===== config.mk =====
export PLATFORM = sky130hd
export DESIGN_NAME = wb_mac_array
export DESIGN_NICKNAME = d
export VERILOG_FILES = /design/src/rtl/wb_mac_array.sv
export SDC_FILE = /design/constraint.sdc
export NUM_CORES = 1
export LEC_CHECK = 0
export CORE_ASPECT_RATIO = 1.2
export CORE_MARGIN = 2
export CORE_UTILIZATION = 60
export DETAILED_ROUTE_END_ITERATION = 10
export GPL_TIMING_DRIVEN = 1
export PLACE_DENSITY = 0.88
export SLEW_MARGIN = 25
export SYNTH_ARGS = -nofsm -noshare
export SYNTH_HDL_FRONTEND = slang
export SYNTH_SLANG_ARGS = --single-unit

===== constraint.sdc =====
create_clock -name wb_clk_i -period 19.8 [get_ports wb_clk_i]
set_input_delay 2.97 -clock wb_clk_i [delete_from_list [all_inputs] [get_ports wb_clk_i]]
set_output_delay 2.97 -clock wb_clk_i [all_outputs]
set_load 0.02 [all_outputs]

===== src/rtl/wb_mac_array.sv =====
// -----------------------------------------------------------------------------
// wb_mac_array
//
// Wishbone-slave multi-channel multiply-accumulate engine. CHANNELS signed
// operand pairs A[i]/B[i] and accumulators ACC[i] sit behind a Wishbone
// register file. A START command sequences one shared, pipelined multiplier
// over all channels. The product stage feeds an accumulate stage one cycle
// later, and DONE is raised (and irq_o, if IE is set) when the run drains.
//
// Register map (byte offsets, only wbs_adr_i[9:2] decoded):
//   0x000        CTRL   W: bit0 START, bit1 CLEAR, bit2 IE, bit3 SAT_BYPASS
//                       R: bit2 IE, bit3 SAT_BYPASS (0 when saturation absent)
//   0x004        STATUS R: bit0 BUSY, bit1 DONE, bit2 OVF; W1C on bit1/bit2
//   0x100 + 4*i  A[i]   DW-bit signed operand, read sign-extended
//   0x180 + 4*i  B[i]   DW-bit signed operand, read sign-extended
//   0x200 + 4*i  ACC[i] ACC_W-bit accumulator, read sign-extended
//
// Optional feature: define WB_MAC_ARRAY_SATURATE_EN to make the accumulate
// saturate instead of wrap; CTRL.SAT_BYPASS then restores wrapping at runtime.
//
// Ports:
//   wb_clk_i   clock
//   wb_rst_ni  asynchronous active-low reset
//   wbs_cyc_i, wbs_stb_i, wbs_we_i, wbs_sel_i, wbs_adr_i, wbs_dat_i
//              Wishbone slave request (sel all-zero suppresses the write)
//   wbs_ack_o  one-cycle acknowledge, the cycle after the request
//   wbs_dat_o  read data, valid only while wbs_ack_o is high, else 0
//   irq_o      level interrupt = DONE & IE
// -----------------------------------------------------------------------------
module wb_mac_array #(
  parameter int CHANNELS = 4,
  parameter int DW       = 16,
  parameter int ACC_W    = 32
) (
  input  logic        wb_clk_i,
  input  logic        wb_rst_ni,
  input  logic        wbs_cyc_i,
  input  logic        wbs_stb_i,
  input  logic        wbs_we_i,
  input  logic [3:0]  wbs_sel_i,
  input  logic [31:0] wbs_adr_i,
  input  logic [31:0] wbs_dat_i,
  output logic        wbs_ack_o,
  output logic [31:0] wbs_dat_o,
  output logic        irq_o
);

  localparam int IW = (CHANNELS > 1) ? $clog2(CHANNELS) : 1;
  localparam int PW = 2 * DW;

  typedef enum logic [1:0] {
    S_IDLE  = 2'd0,
    S_RUN   = 2'd1,
    S_DRAIN = 2'd2
  } state_e;

  // ---------------------------------------------------------------------------
  // State
  // ---------------------------------------------------------------------------
  state_e                    state_q, state_d;
  logic [IW-1:0]             idx_q, idx_d;       // multiply-stage channel
  logic signed [PW-1:0]      p_q, p_d;           // product register
  logic [IW-1:0]             p_idx_q, p_idx_d;   // channel owning p_q
  logic                      p_vld_q, p_vld_d;   // p_q must be accumulated

  logic signed [DW-1:0]      a_q   [CHANNELS];
  logic signed [DW-1:0]      a_d   [CHANNELS];
  logic signed [DW-1:0]      b_q   [CHANNELS];
  logic signed [DW-1:0]      b_d   [CHANNELS];
  logic signed [ACC_W-1:0]   acc_q [CHANNELS];
  logic signed [ACC_W-1:0]   acc_d [CHANNELS];

  logic                      ie_q, ie_d;
  logic                      done_q, done_d;
  logic                      ovf_q, ovf_d;
  logic                      ack_q, ack_d;
  logic [31:0]               dat_q, dat_d;
  logic                      irq_q, irq_d;
`ifdef WB_MAC_ARRAY_SATURATE_EN
  logic                      sat_bypass_q, sat_bypass_d;
`endif

  // ---------------------------------------------------------------------------
  // Wishbone decode
  // ---------------------------------------------------------------------------
  logic          req;
  logic          wr_en;
  logic          busy;
  logic [7:0]    word;
  logic [4:0]    ch;
  logic [IW-1:0] ch_idx;
  logic          ch_ok;
  logic          sel_ctrl, sel_status, sel_a, sel_b, sel_acc;

  // A request is taken only while no ack is outstanding, which yields the
  // one-cycle ack and the two-cycle back-to-back cadence.
  assign req        = wbs_cyc_i & wbs_stb_i & ~ack_q;
  assign wr_en      = req & wbs_we_i & (|wbs_sel_i);
  assign busy       = (state_q != S_IDLE);
  assign word       = wbs_adr_i[9:2];
  assign ch         = word[4:0];
  assign ch_idx     = ch[IW-1:0];
  assign ch_ok      = (32'(ch) < CHANNELS);
  assign sel_ctrl   = (word == 8'h00);
  assign sel_status = (word == 8'h01);
  assign sel_a      = (word[7:5] == 3'b010);
  assign sel_b      = (word[7:5] == 3'b011);
  assign sel_acc    = (word[7:5] == 3'b100);

  // Address bits outside [9:2] and unused data bits are intentionally ignored.
  logic unused_ok;
  assign unused_ok = ^{wbs_adr_i[31:10], wbs_adr_i[1:0], wbs_dat_i};

  // ---------------------------------------------------------------------------
  // Read mux
  // ---------------------------------------------------------------------------
  logic [31:0] rd_data;

  // NOTE: every signal driven in an always_comb gets a default on entry so
  // no path leaves it unassigned and no latch is inferred.
  always_comb begin
    rd_data = '0;
    if (sel_ctrl) begin
`ifdef WB_MAC_ARRAY_SATURATE_EN
      rd_data = {28'b0, sat_bypass_q, ie_q, 2'b00};
`else
      rd_data = {29'b0, ie_q, 2'b00};
`endif
    end else if (sel_status) begin
      rd_data = {29'b0, ovf_q, done_q, busy};
    end else if (ch_ok) begin
      if (sel_a)        rd_data = 32'(a_q[ch_idx]);
      else if (sel_b)   rd_data = 32'(b_q[ch_idx]);
      else if (sel_acc) rd_data = 32'(acc_q[ch_idx]);
    end
  end

  // ---------------------------------------------------------------------------
  // Accumulate datapath (stage 2)
  // ---------------------------------------------------------------------------
  logic signed [ACC_W-1:0] acc_cur;
  logic signed [ACC_W-1:0] addend;
  logic signed [ACC_W-1:0] sum;
  logic signed [ACC_W-1:0] acc_res;
  logic                    add_ovf;

  always_comb begin
    acc_cur = acc_q[p_idx_q];
    addend  = ACC_W'(p_q);
    sum     = acc_cur + addend;
    // Two's complement overflow: operands agree in sign, result does not.
    add_ovf = (acc_cur[ACC_W-1] == addend[ACC_W-1]) &&
              (sum[ACC_W-1] != acc_cur[ACC_W-1]);
    acc_res = sum;
`ifdef WB_MAC_ARRAY_SATURATE_EN
    if (add_ovf && !sat_bypass_q) begin
      // Overflow direction follows the shared operand sign.
      acc_res = acc_cur[ACC_W-1] ? {1'b1, {(ACC_W-1){1'b0}}}
                                 : {1'b0, {(ACC_W-1){1'b1}}};
    end
`endif
  end

  // ---------------------------------------------------------------------------
  // Next-state logic
  // ---------------------------------------------------------------------------
  always_comb begin
    state_d = state_q;
    idx_d   = idx_q;
    p_d     = p_q;
    p_idx_d = p_idx_q;
    p_vld_d = 1'b0;
    a_d     = a_q;
    b_d     = b_q;
    acc_d   = acc_q;
    ie_d    = ie_q;
    done_d  = done_q;
    ovf_d   = ovf_q;
    ack_d   = req;
    dat_d   = (req && !wbs_we_i) ? rd_data : '0;
`ifdef WB_MAC_ARRAY_SATURATE_EN
    sat_bypass_d = sat_bypass_q;
`endif

    // Host writes. IE/SAT_BYPASS and the W1C bits are honoured even while a
    // run is in progress; operands, accumulators and commands are not.
    if (wr_en) begin
      if (sel_ctrl) begin
        ie_d = wbs_dat_i[2];
`ifdef WB_MAC_ARRAY_SATURATE_EN
        sat_bypass_d = wbs_dat_i[3];
`endif
        if (!busy) begin
          // CLEAR lands on the same edge as START; the first accumulate is
          // two edges later, so the run always sees zeroed accumulators.
          if (wbs_dat_i[1]) acc_d = '{default: '0};
          if (wbs_dat_i[0]) begin
            state_d = S_RUN;
            idx_d   = '0;
          end
        end
      end
      if (sel_status) begin
        if (wbs_dat_i[1]) done_d = 1'b0;
        if (wbs_dat_i[2]) ovf_d  = 1'b0;
      end
      if (!busy && ch_ok) begin
        if (sel_a)   a_d[ch_idx]   = wbs_dat_i[DW-1:0];
        if (sel_b)   b_d[ch_idx]   = wbs_dat_i[DW-1:0];
        if (sel_acc) acc_d[ch_idx] = wbs_dat_i[ACC_W-1:0];
      end
    end

    // Multiply stage and sequencing.
    case (state_q)
      S_RUN: begin
        p_d     = PW'(a_q[idx_q]) * PW'(b_q[idx_q]);
        p_idx_d = idx_q;
        p_vld_d = 1'b1;
        if (idx_q == IW'(CHANNELS - 1)) state_d = S_DRAIN;
        else                            idx_d   = idx_q + IW'(1);
      end
      S_DRAIN: begin
        // The last product is accumulated on this same edge.
        state_d = S_IDLE;
        done_d  = 1'b1;
      end
      default: ;
    endcase

    // Accumulate stage; placed after the W1C handling so a hardware set
    // of OVF wins over a simultaneous clear (DONE likewise above).
    if (p_vld_q) begin
      acc_d[p_idx_q] = acc_res;
      if (add_ovf) ovf_d = 1'b1;
    end

    irq_d = done_d & ie_d;
  end

  // ---------------------------------------------------------------------------
  // Registers
  // ---------------------------------------------------------------------------
  // NOTE: sequential state uses non-blocking assignments only, so every
  // flop samples its _d value from before the edge regardless of order.
  always_ff @(posedge wb_clk_i or negedge wb_rst_ni) begin
    if (!wb_rst_ni) begin
      state_q <= S_IDLE;
      idx_q   <= '0;
      p_q     <= '0;
      p_idx_q <= '0;
      p_vld_q <= 1'b0;
      // NOTE: the operand and accumulator arrays are reset because software
      // relies on them reading 0 and an aborted run must leave nothing behind;
      // that keeps them in flops rather than a RAM macro.
      a_q     <= '{default: '0};
      b_q     <= '{default: '0};
      acc_q   <= '{default: '0};
      ie_q    <= 1'b0;
      done_q  <= 1'b0;
      ovf_q   <= 1'b0;
      ack_q   <= 1'b0;
      dat_q   <= '0;
      irq_q   <= 1'b0;
`ifdef WB_MAC_ARRAY_SATURATE_EN
      sat_bypass_q <= 1'b0;
`endif
    end else begin
      state_q <= state_d;
      idx_q   <= idx_d;
      p_q     <= p_d;
      p_idx_q <= p_idx_d;
      p_vld_q <= p_vld_d;
      a_q     <= a_d;
      b_q     <= b_d;
      acc_q   <= acc_d;
      ie_q    <= ie_d;
      done_q  <= done_d;
      ovf_q   <= ovf_d;
      ack_q   <= ack_d;
      dat_q   <= dat_d;
      irq_q   <= irq_d;
`ifdef WB_MAC_ARRAY_SATURATE_EN
      sat_bypass_q <= sat_bypass_d;
`endif
    end
  end

  assign wbs_ack_o = ack_q;
  assign wbs_dat_o = dat_q;
  assign irq_o     = irq_q;

endmodule


==> results of run 1 <==
final timing paths:
| check | start | cells after the start | endpoint |
|---|---|---|---|
| min | wbs_ack_o | 1 | wbs_ack_o |
| min in group asynchronous | wb_rst_ni | 1 | wbs_dat_o[26] |
| max reg2reg | idx_q[0] | 25 | addend[30] |
| max | idx_q[0] | 25 | addend[30] |
| max in group asynchronous | wb_rst_ni | 4 | b_q[34] |
| min reg2reg | wbs_ack_o | 1 | wbs_ack_o |
cell usage after synthesis, types with 24 or more instances:
cell / instances / area, µm²
sky130_fd_sc_hd__fa_1: 263 / 5270
sky130_fd_sc_hd__a22oi_1: 62 / 465
sky130_fd_sc_hd__nand2_1: 267 / 1000
sky130_fd_sc_hd__inv_1: 329 / 1230
sky130_fd_sc_hd__dfrtp_1: 332 / 8310
sky130_fd_sc_hd__a221oi_1: 85 / 744
sky130_fd_sc_hd__a21o_1: 25 / 188
sky130_fd_sc_hd__mux2_2: 180 / 2030
sky130_fd_sc_hd__mux2i_1: 31 / 310
sky130_fd_sc_hd__ha_1: 117 / 1460
sky130_fd_sc_hd__o21a_1: 24 / 180
sky130_fd_sc_hd__xnor2_1: 48 / 420
sky130_fd_sc_hd__o21ai_0: 78 / 390
sky130_fd_sc_hd__nor2_1: 166 / 623
sky130_fd_sc_hd__a21oi_1: 156 / 781
sky130_fd_sc_hd__clkbuf_1: 134 / 503
sky130_fd_sc_hd__mux4_2: 99 / 2230
per-stage QoR:
step	setup WS [ns]	std cells	utilization (%)	hold WS, ns	cell area (µm²)
CTS	10.61	3262	65.6	0.488	30000
detailed placement	10.67	3206	63.5	0.471	29000
global placement	10.93	3206	63.5	0.464	29000
global route	10.02	3264	65.7	0.526	30100
floorplan	12.10	2618	-	0.459	27600
finish	10.32	3265	65.8	0.489	30100
power groups by stage:
stage,clock [µW],sequential (µW),combinational [µW]
2_1_floorplan,0,709,77.7
3_3_place_gp,0,711,129
3_5_place_dp,0,712,135
4_1_cts,594,700,137
5_1_grt,622,701,150
6_report,596,701,142
area by class of cell:
type                    count  area share [%]
flip-flops and latches    332            27.6
repair buffers            130            4.04
clock buffers              45            2.92
inverters                 329            4.11
well taps                 616            2.56
clock inverters            11           0.395
multi-input cells        1801            58.3
diodes                      1         0.00832
layer usage:
metal  share of wire [%]  track usage [%]  routed length, µm
met2                  49             59.2              40500
met4                 7.3             24.8               6090
met1                  33             42.7              27700
met3                  11             7.44               8740
met5                   0                0                  0
sequential cells by signal (all words and copies together), names as in the netlist:
name       count
a_q           64
acc_q        128
addend        32
b_q           64
done_q         1
idx_q          2
ie_q           1
irq_o          1
ovf_q          1
p_idx_q        2
p_vld_q        1
state_q        2
wbs_ack_o      1
wbs_dat_o     32
kinds of logic (layout without fill, tap and decap cells):
family	Yosys count	in the layout	share of synthesized area, %
simple gates	534	534	8.12
compound gates	508	508	12.1
buf+inv	485	515	6.60
fa+ha+maj	380	380	24.4
flops	332	332	30.1
mux	311	311	16.6
xor+xnor	68	68	2.16
other cells	0	1	0
==> flow_summary_export.csv, run 1 <==
group,metric,value,unit
clocking,htree_levels,1,
power,power_frac_seq,48.7,%
grt,first_pass_grt_wire_length,130000,µm
die,initial_core_util,60.4,%
finish,fillcell_total,3198,
place,dpl.hpwl,57900,µm
grt,grt_pass1_vias,23900,
clocking,cts_post_setup_buffers_inserted,0,
power,netSwitchingFraction,26.1,%
clocking,cts_buffer_depth,3,
power,report.power.total,1440,µW
finish,area_delta_synth_final,8.91,%
power,power.density_cell_area,47.8,nW/µm²
sta,clock.fmax,0.105,GHz
synth,ys.warnings.count,0,
synth,synth-edff-count,0,
power,clock_power_share,41.5,%
worst_setup_path,worstSetupEndpointType,"flip-flop",
detailed_routing,drt-total-wl,83000,µm
synth,synth.net_count,3071,
detailed_routing,remaining_drc_errors,0,
finish,layout-drive-gt1-share,15.4,%
sta,grt_setup_unrepaired,"no",
die,ios,107,
worst_hold_path,hold_class,"flip-flop to flip-flop",
clocking,cts_tree,"built",
finish,most_frequent_cells_in_the_layout,"sky130_fd_sc_hd__inv_1, sky130_fd_sc_hd__dfrtp_1, sky130_fd_sc_hd__nand2_1, sky130_fd_sc_hd__fa_1, sky130_fd_sc_hd__mux2_2",
die,die_w,200,µm
detailed_routing,first_pass_iters,6,
worst_setup_path,timing_worst_setup_path_type,"flip-flop to flip-flop",
synth,syn_inst,2618,
worst_setup_path,critPathSlowestCell,"sky130_fd_sc_hd__o21ai_1",
grt,grt.total_usage,36.1,%
clocking,cts.reportedPaths.clkPinSlew,0.07,ns
power,combPwrFrac,9.8,%
die,die_h,239,µm
detailed_routing,detail_route.wl_per_cell,25.4,µm
job,max_cap_violations,0,
grt,antenna_found_initial,1,
sta,period_share,47.9,%
sta,finalSetupViolCount,0,
worst_setup_path,worstPathRequired,20.27,ns
power,vdd_drop_max,0.105,mV
detailed_routing,detail_route.vias_per_cell,6.73,
die,design.core.area,45700,µm²
clocking,post_cts.resized_instances,0,
synth,synth.distinct_cells,65,
die,row_count,86,
clocking,cts_root_buffer,"sky130_fd_sc_hd__clkbuf_16",
clocking,cts.hold.buffers_added,0,
sta,finalClockSkew,0.0228,ns
synth,synth_seq_cells,332,
clocking,cts_buffers,30,
place,placement.io_buffers,82,
worst_setup_path,cp_top_family,"adder cells",
power,leakage,0.0146,µW
power,p_int,1060,µW
synth,syn_area_per_cell,10.5,µm²
clocking,clock_sinks,332,
grt,grt_remaining_overflow,0,
finish,layout.area.seq,8310,µm²
worst_setup_path,startpoint_type,"flip-flop",
detailed_routing,detailedRoute.firstIterationViolations,2517,
sta,tightestPinTransition,1.16,ns
place,globalplace.congestion,1.02,
worst_setup_path,r2r_slack,10.32,ns
worst_setup_path,crit_path_frequent_cell,"sky130_fd_sc_hd__fa_1",
synth,yosysSeqAreaShare,30.1,%
sta,slew_headroom,22.7,%
clocking,worst_skew_pair.late_latency,0.60,ns
sta,finalSetupTns,0,ns
power,switching_power_total,375,µW
synth,synth_async_sr_flop_share,100,%
synth,synth_ff_type,"sky130_fd_sc_hd__dfrtp_1",
grt,grt_max_degree,134,
sta,post-route-min-period,9.48,ns
finish,fin_nets,3077,
status,run_status,"finished clean",
die,die_area,47800,µm²
sta,finalMaxSlewViolations,0,
worst_setup_path,timing.critical_path.buf_inv,5,
detailed_routing,drtAntennaViolNets,0,
detailed_routing,dr_total_vias,22000,
synth,post_synth_instance_area,27600,µm²
finish,multi_input_comb_area,17500,µm²
worst_setup_path,data_arrival_critical_path,9.95,ns
sta,hold_viol,0,
worst_setup_path,worstPathMaxFanout,40,
worst_setup_path,delay_of_the_slowest_critical_path_stage,0.77,ns
Power figures use the tool's default switching activity.
==> run 2, diff against run 1 <==
Clock period 19.8 ns to 9.1 ns, I/O delays scaled along.
==> flow_summary_export.csv, run 2 (synthesis results as in run 1) <==
group,metric,value,unit
sta,grt_setup_unrepaired,"no",
job,max_cap_violations,0,
grt,first_pass_grt_wire_length,130000,µm
worst_setup_path,timing.reg2reg.worst_path_depth,24,
worst_hold_path,hold_class,"flip-flop to flip-flop",
finish,layout-drive-gt1-share,15.8,%
grt,grt_pass1_vias,23800,
finish,fin_nets,3088,
detailed_routing,first_pass_iters,9,
clocking,clock_sinks,332,
clocking,cts.reportedPaths.clkPinSlew,0.07,ns
worst_setup_path,reg_to_reg_start,"idx_q[1]",
sta,finalSetupViolCount,0,
sta,hold_viol,0,
worst_setup_path,worstSetupEndpointType,"flip-flop",
clocking,post_cts.resized_instances,0,
detailed_routing,detailedRoute.firstIterationViolations,2703,
grt,grt.busiest_layer,"met2",
die,initial_core_util,60.4,%
finish,largest_register_ffs,128,
status,run_status,"finished clean",
worst_setup_path,r2r_slack,1.01,ns
clocking,cts_post_setup_buffers_inserted,0,
sta,slew_headroom,26.3,%
detailed_routing,remaining_drc_errors,0,
detailed_routing,detail_route.vias_per_cell,6.69,
sta,finalMaxSlewViolations,0,
place,placement.io_buffers,82,
finish,antenna_diodes,0,
die,row_count,86,
worst_setup_path,timing_worst_setup_path_type,"flip-flop to flip-flop",
finish,most_frequent_cells_in_the_layout,"sky130_fd_sc_hd__inv_1, sky130_fd_sc_hd__dfrtp_1, sky130_fd_sc_hd__nand2_1, sky130_fd_sc_hd__fa_1, sky130_fd_sc_hd__mux2_2",
die,die_h,239,µm
worst_setup_path,startpoint,"idx_q[1]",
die,die_w,200,µm
sta,finalSetupTns,0,ns
place,dpl.hpwl,58000,µm
detailed_routing,drtAntennaViolNets,0,
die,design.core.area,45700,µm²
worst_setup_path,worstPathRequired,9.56,ns
clocking,cts_root_buffer,"sky130_fd_sc_hd__clkbuf_16",
worst_setup_path,worstPathMaxFanout,29,
grt,grt_remaining_overflow,0,
worst_setup_path,endpoint,"addend[30]",
detailed_routing,dr_total_vias,21900,
finish,area_delta_synth_final,9.53,%
detailed_routing,detail_route.wl_per_cell,25.1,µm
detailed_routing,drt-total-wl,82100,µm
worst_setup_path,data_arrival_critical_path,8.55,ns
power,vdd_drop_max,0.215,mV
clocking,cts_tree,"built",
sta,period_share,88.9,%
clocking,cts_buffer_depth,3,
finish,top_register,"acc_q",
sta,finalClockSkew,0.0331,ns
finish,fillcell_total,3195,
clocking,worst_skew_pair.late_latency,0.60,ns
power,power.density_cell_area,107,nW/µm²
grt,use_met1,43.6,%
power,leakage,0.0147,µW
sta,tightestPinTransition,1.10,ns
grt,global_route.usage.met3,5.74,%
grt,grt.total_usage,35.9,%
grt,grtUsageMet2,58.6,%
grt,antenna_found_initial,1,
sta,clock.fmax,0.124,GHz
worst_setup_path,r2r_end,"addend[30]",
clocking,cts.hold.buffers_added,0,
clocking,htree_levels,1,
die,ios,107,
sta,post-route-min-period,8.09,ns
die,die_area,47800,µm²
clocking,cts_buffers,29,
sta,hold-worst-slack,0.493,ns
grt,grt_max_degree,132,
finish,reg.largest.list,"acc_q x128, a_q x64, b_q x64",
place,globalplace.congestion,1.00,
worst_setup_path,startpoint_type,"flip-flop",
==> run 2: how the worst min path moves through the flow <==
| stage | slack [ns] | from | end | cells after the start |
|---|---|---|---|---|
| 2_1_floorplan | 0.46 | addend[12] | addend[12] | 2 |
| 3_3_place_gp | 0.46 | wbs_ack_o | wbs_ack_o | 1 |
| 3_5_place_dp | 0.48 | wbs_ack_o | wbs_ack_o | 1 |
| 4_1_cts | 0.49 | wbs_ack_o | wbs_ack_o | 1 |
| 5_1_grt | 0.51 | wbs_ack_o | wbs_ack_o | 1 |
| 6_report | 0.49 | wbs_ack_o | wbs_ack_o | 1 |
==> run 2: power breakdown <==
| part | total (µW) | internal (µW) | switching, µW |
|---|---|---|---|
| clock network | 1410 | 814 | 593 |
| logic | 308 | 114 | 194 |
| registers | 1520 | 1500 | 22.5 |
==> run 2: area by class of cell <==
cell class / instances / area [µm²] / share of cell area, %
Multi-Input combinational cell: 1801 / 17500 / 58.0
Inverter: 329 / 1230 / 4.08
Clock buffer: 36 / 782 / 2.59
Timing Repair Buffer: 142 / 1330 / 4.38
Sequential cell: 332 / 8310 / 27.5
Clock inverter: 16 / 284 / 0.939
Tap cell: 616 / 771 / 2.55
==> run 2: per-layer routing <==
metal | wire length, µm | part of all wire, %
met2 | 39400 | 48
met4 | 6810 | 8.3
met1 | 27400 | 33
met5 | 0 | 0
met3 | 8520 | 10
==> run 2: worst max-delay path, stage by stage, from the launching register on <==
cell and delay (ns):
sky130_fd_sc_hd__dfrtp_2 0.81, sky130_fd_sc_hd__buf_4 0.40, sky130_fd_sc_hd__o21ai_0 0.16, sky130_fd_sc_hd__buf_4 0.23
sky130_fd_sc_hd__inv_1 0.16, sky130_fd_sc_hd__nand2_1 0.16, sky130_fd_sc_hd__fa_1 0.60, sky130_fd_sc_hd__inv_1 0.08
sky130_fd_sc_hd__fa_1 0.76, sky130_fd_sc_hd__inv_1 0.17, sky130_fd_sc_hd__fa_1 0.53, sky130_fd_sc_hd__inv_1 0.06
sky130_fd_sc_hd__fa_1 0.55, sky130_fd_sc_hd__fa_1 0.43, sky130_fd_sc_hd__fa_1 0.45, sky130_fd_sc_hd__ha_1 0.34
sky130_fd_sc_hd__and3_1 0.20, sky130_fd_sc_hd__a221o_1 0.37, sky130_fd_sc_hd__a31o_2 0.22, sky130_fd_sc_hd__a21oi_1 0.19
sky130_fd_sc_hd__o21ai_0 0.14, sky130_fd_sc_hd__a21oi_1 0.29, sky130_fd_sc_hd__o21ai_0 0.17, sky130_fd_sc_hd__xor2_1 0.17
sky130_fd_sc_hd__mux2_2 0.27
==> run 2: stage by stage <==
| stage | setup WS (ns) | area, µm² | std cells | util (%) | total power [µW] |
|---|---|---|---|---|---|
| detailed placement | 1.16 | 29100 | 3218 | 63.7 | 1840 |
| floorplan | 1.40 | 27600 | 2618 | - | 1710 |
| global placement | 1.45 | 29100 | 3218 | 63.7 | 1830 |
| CTS | 1.12 | 30200 | 3270 | 66.0 | 3220 |
| finish | 1.01 | 30200 | 3272 | 66.1 | 3240 |
| global route | 0.669 | 30200 | 3272 | 66.1 | 3310 |
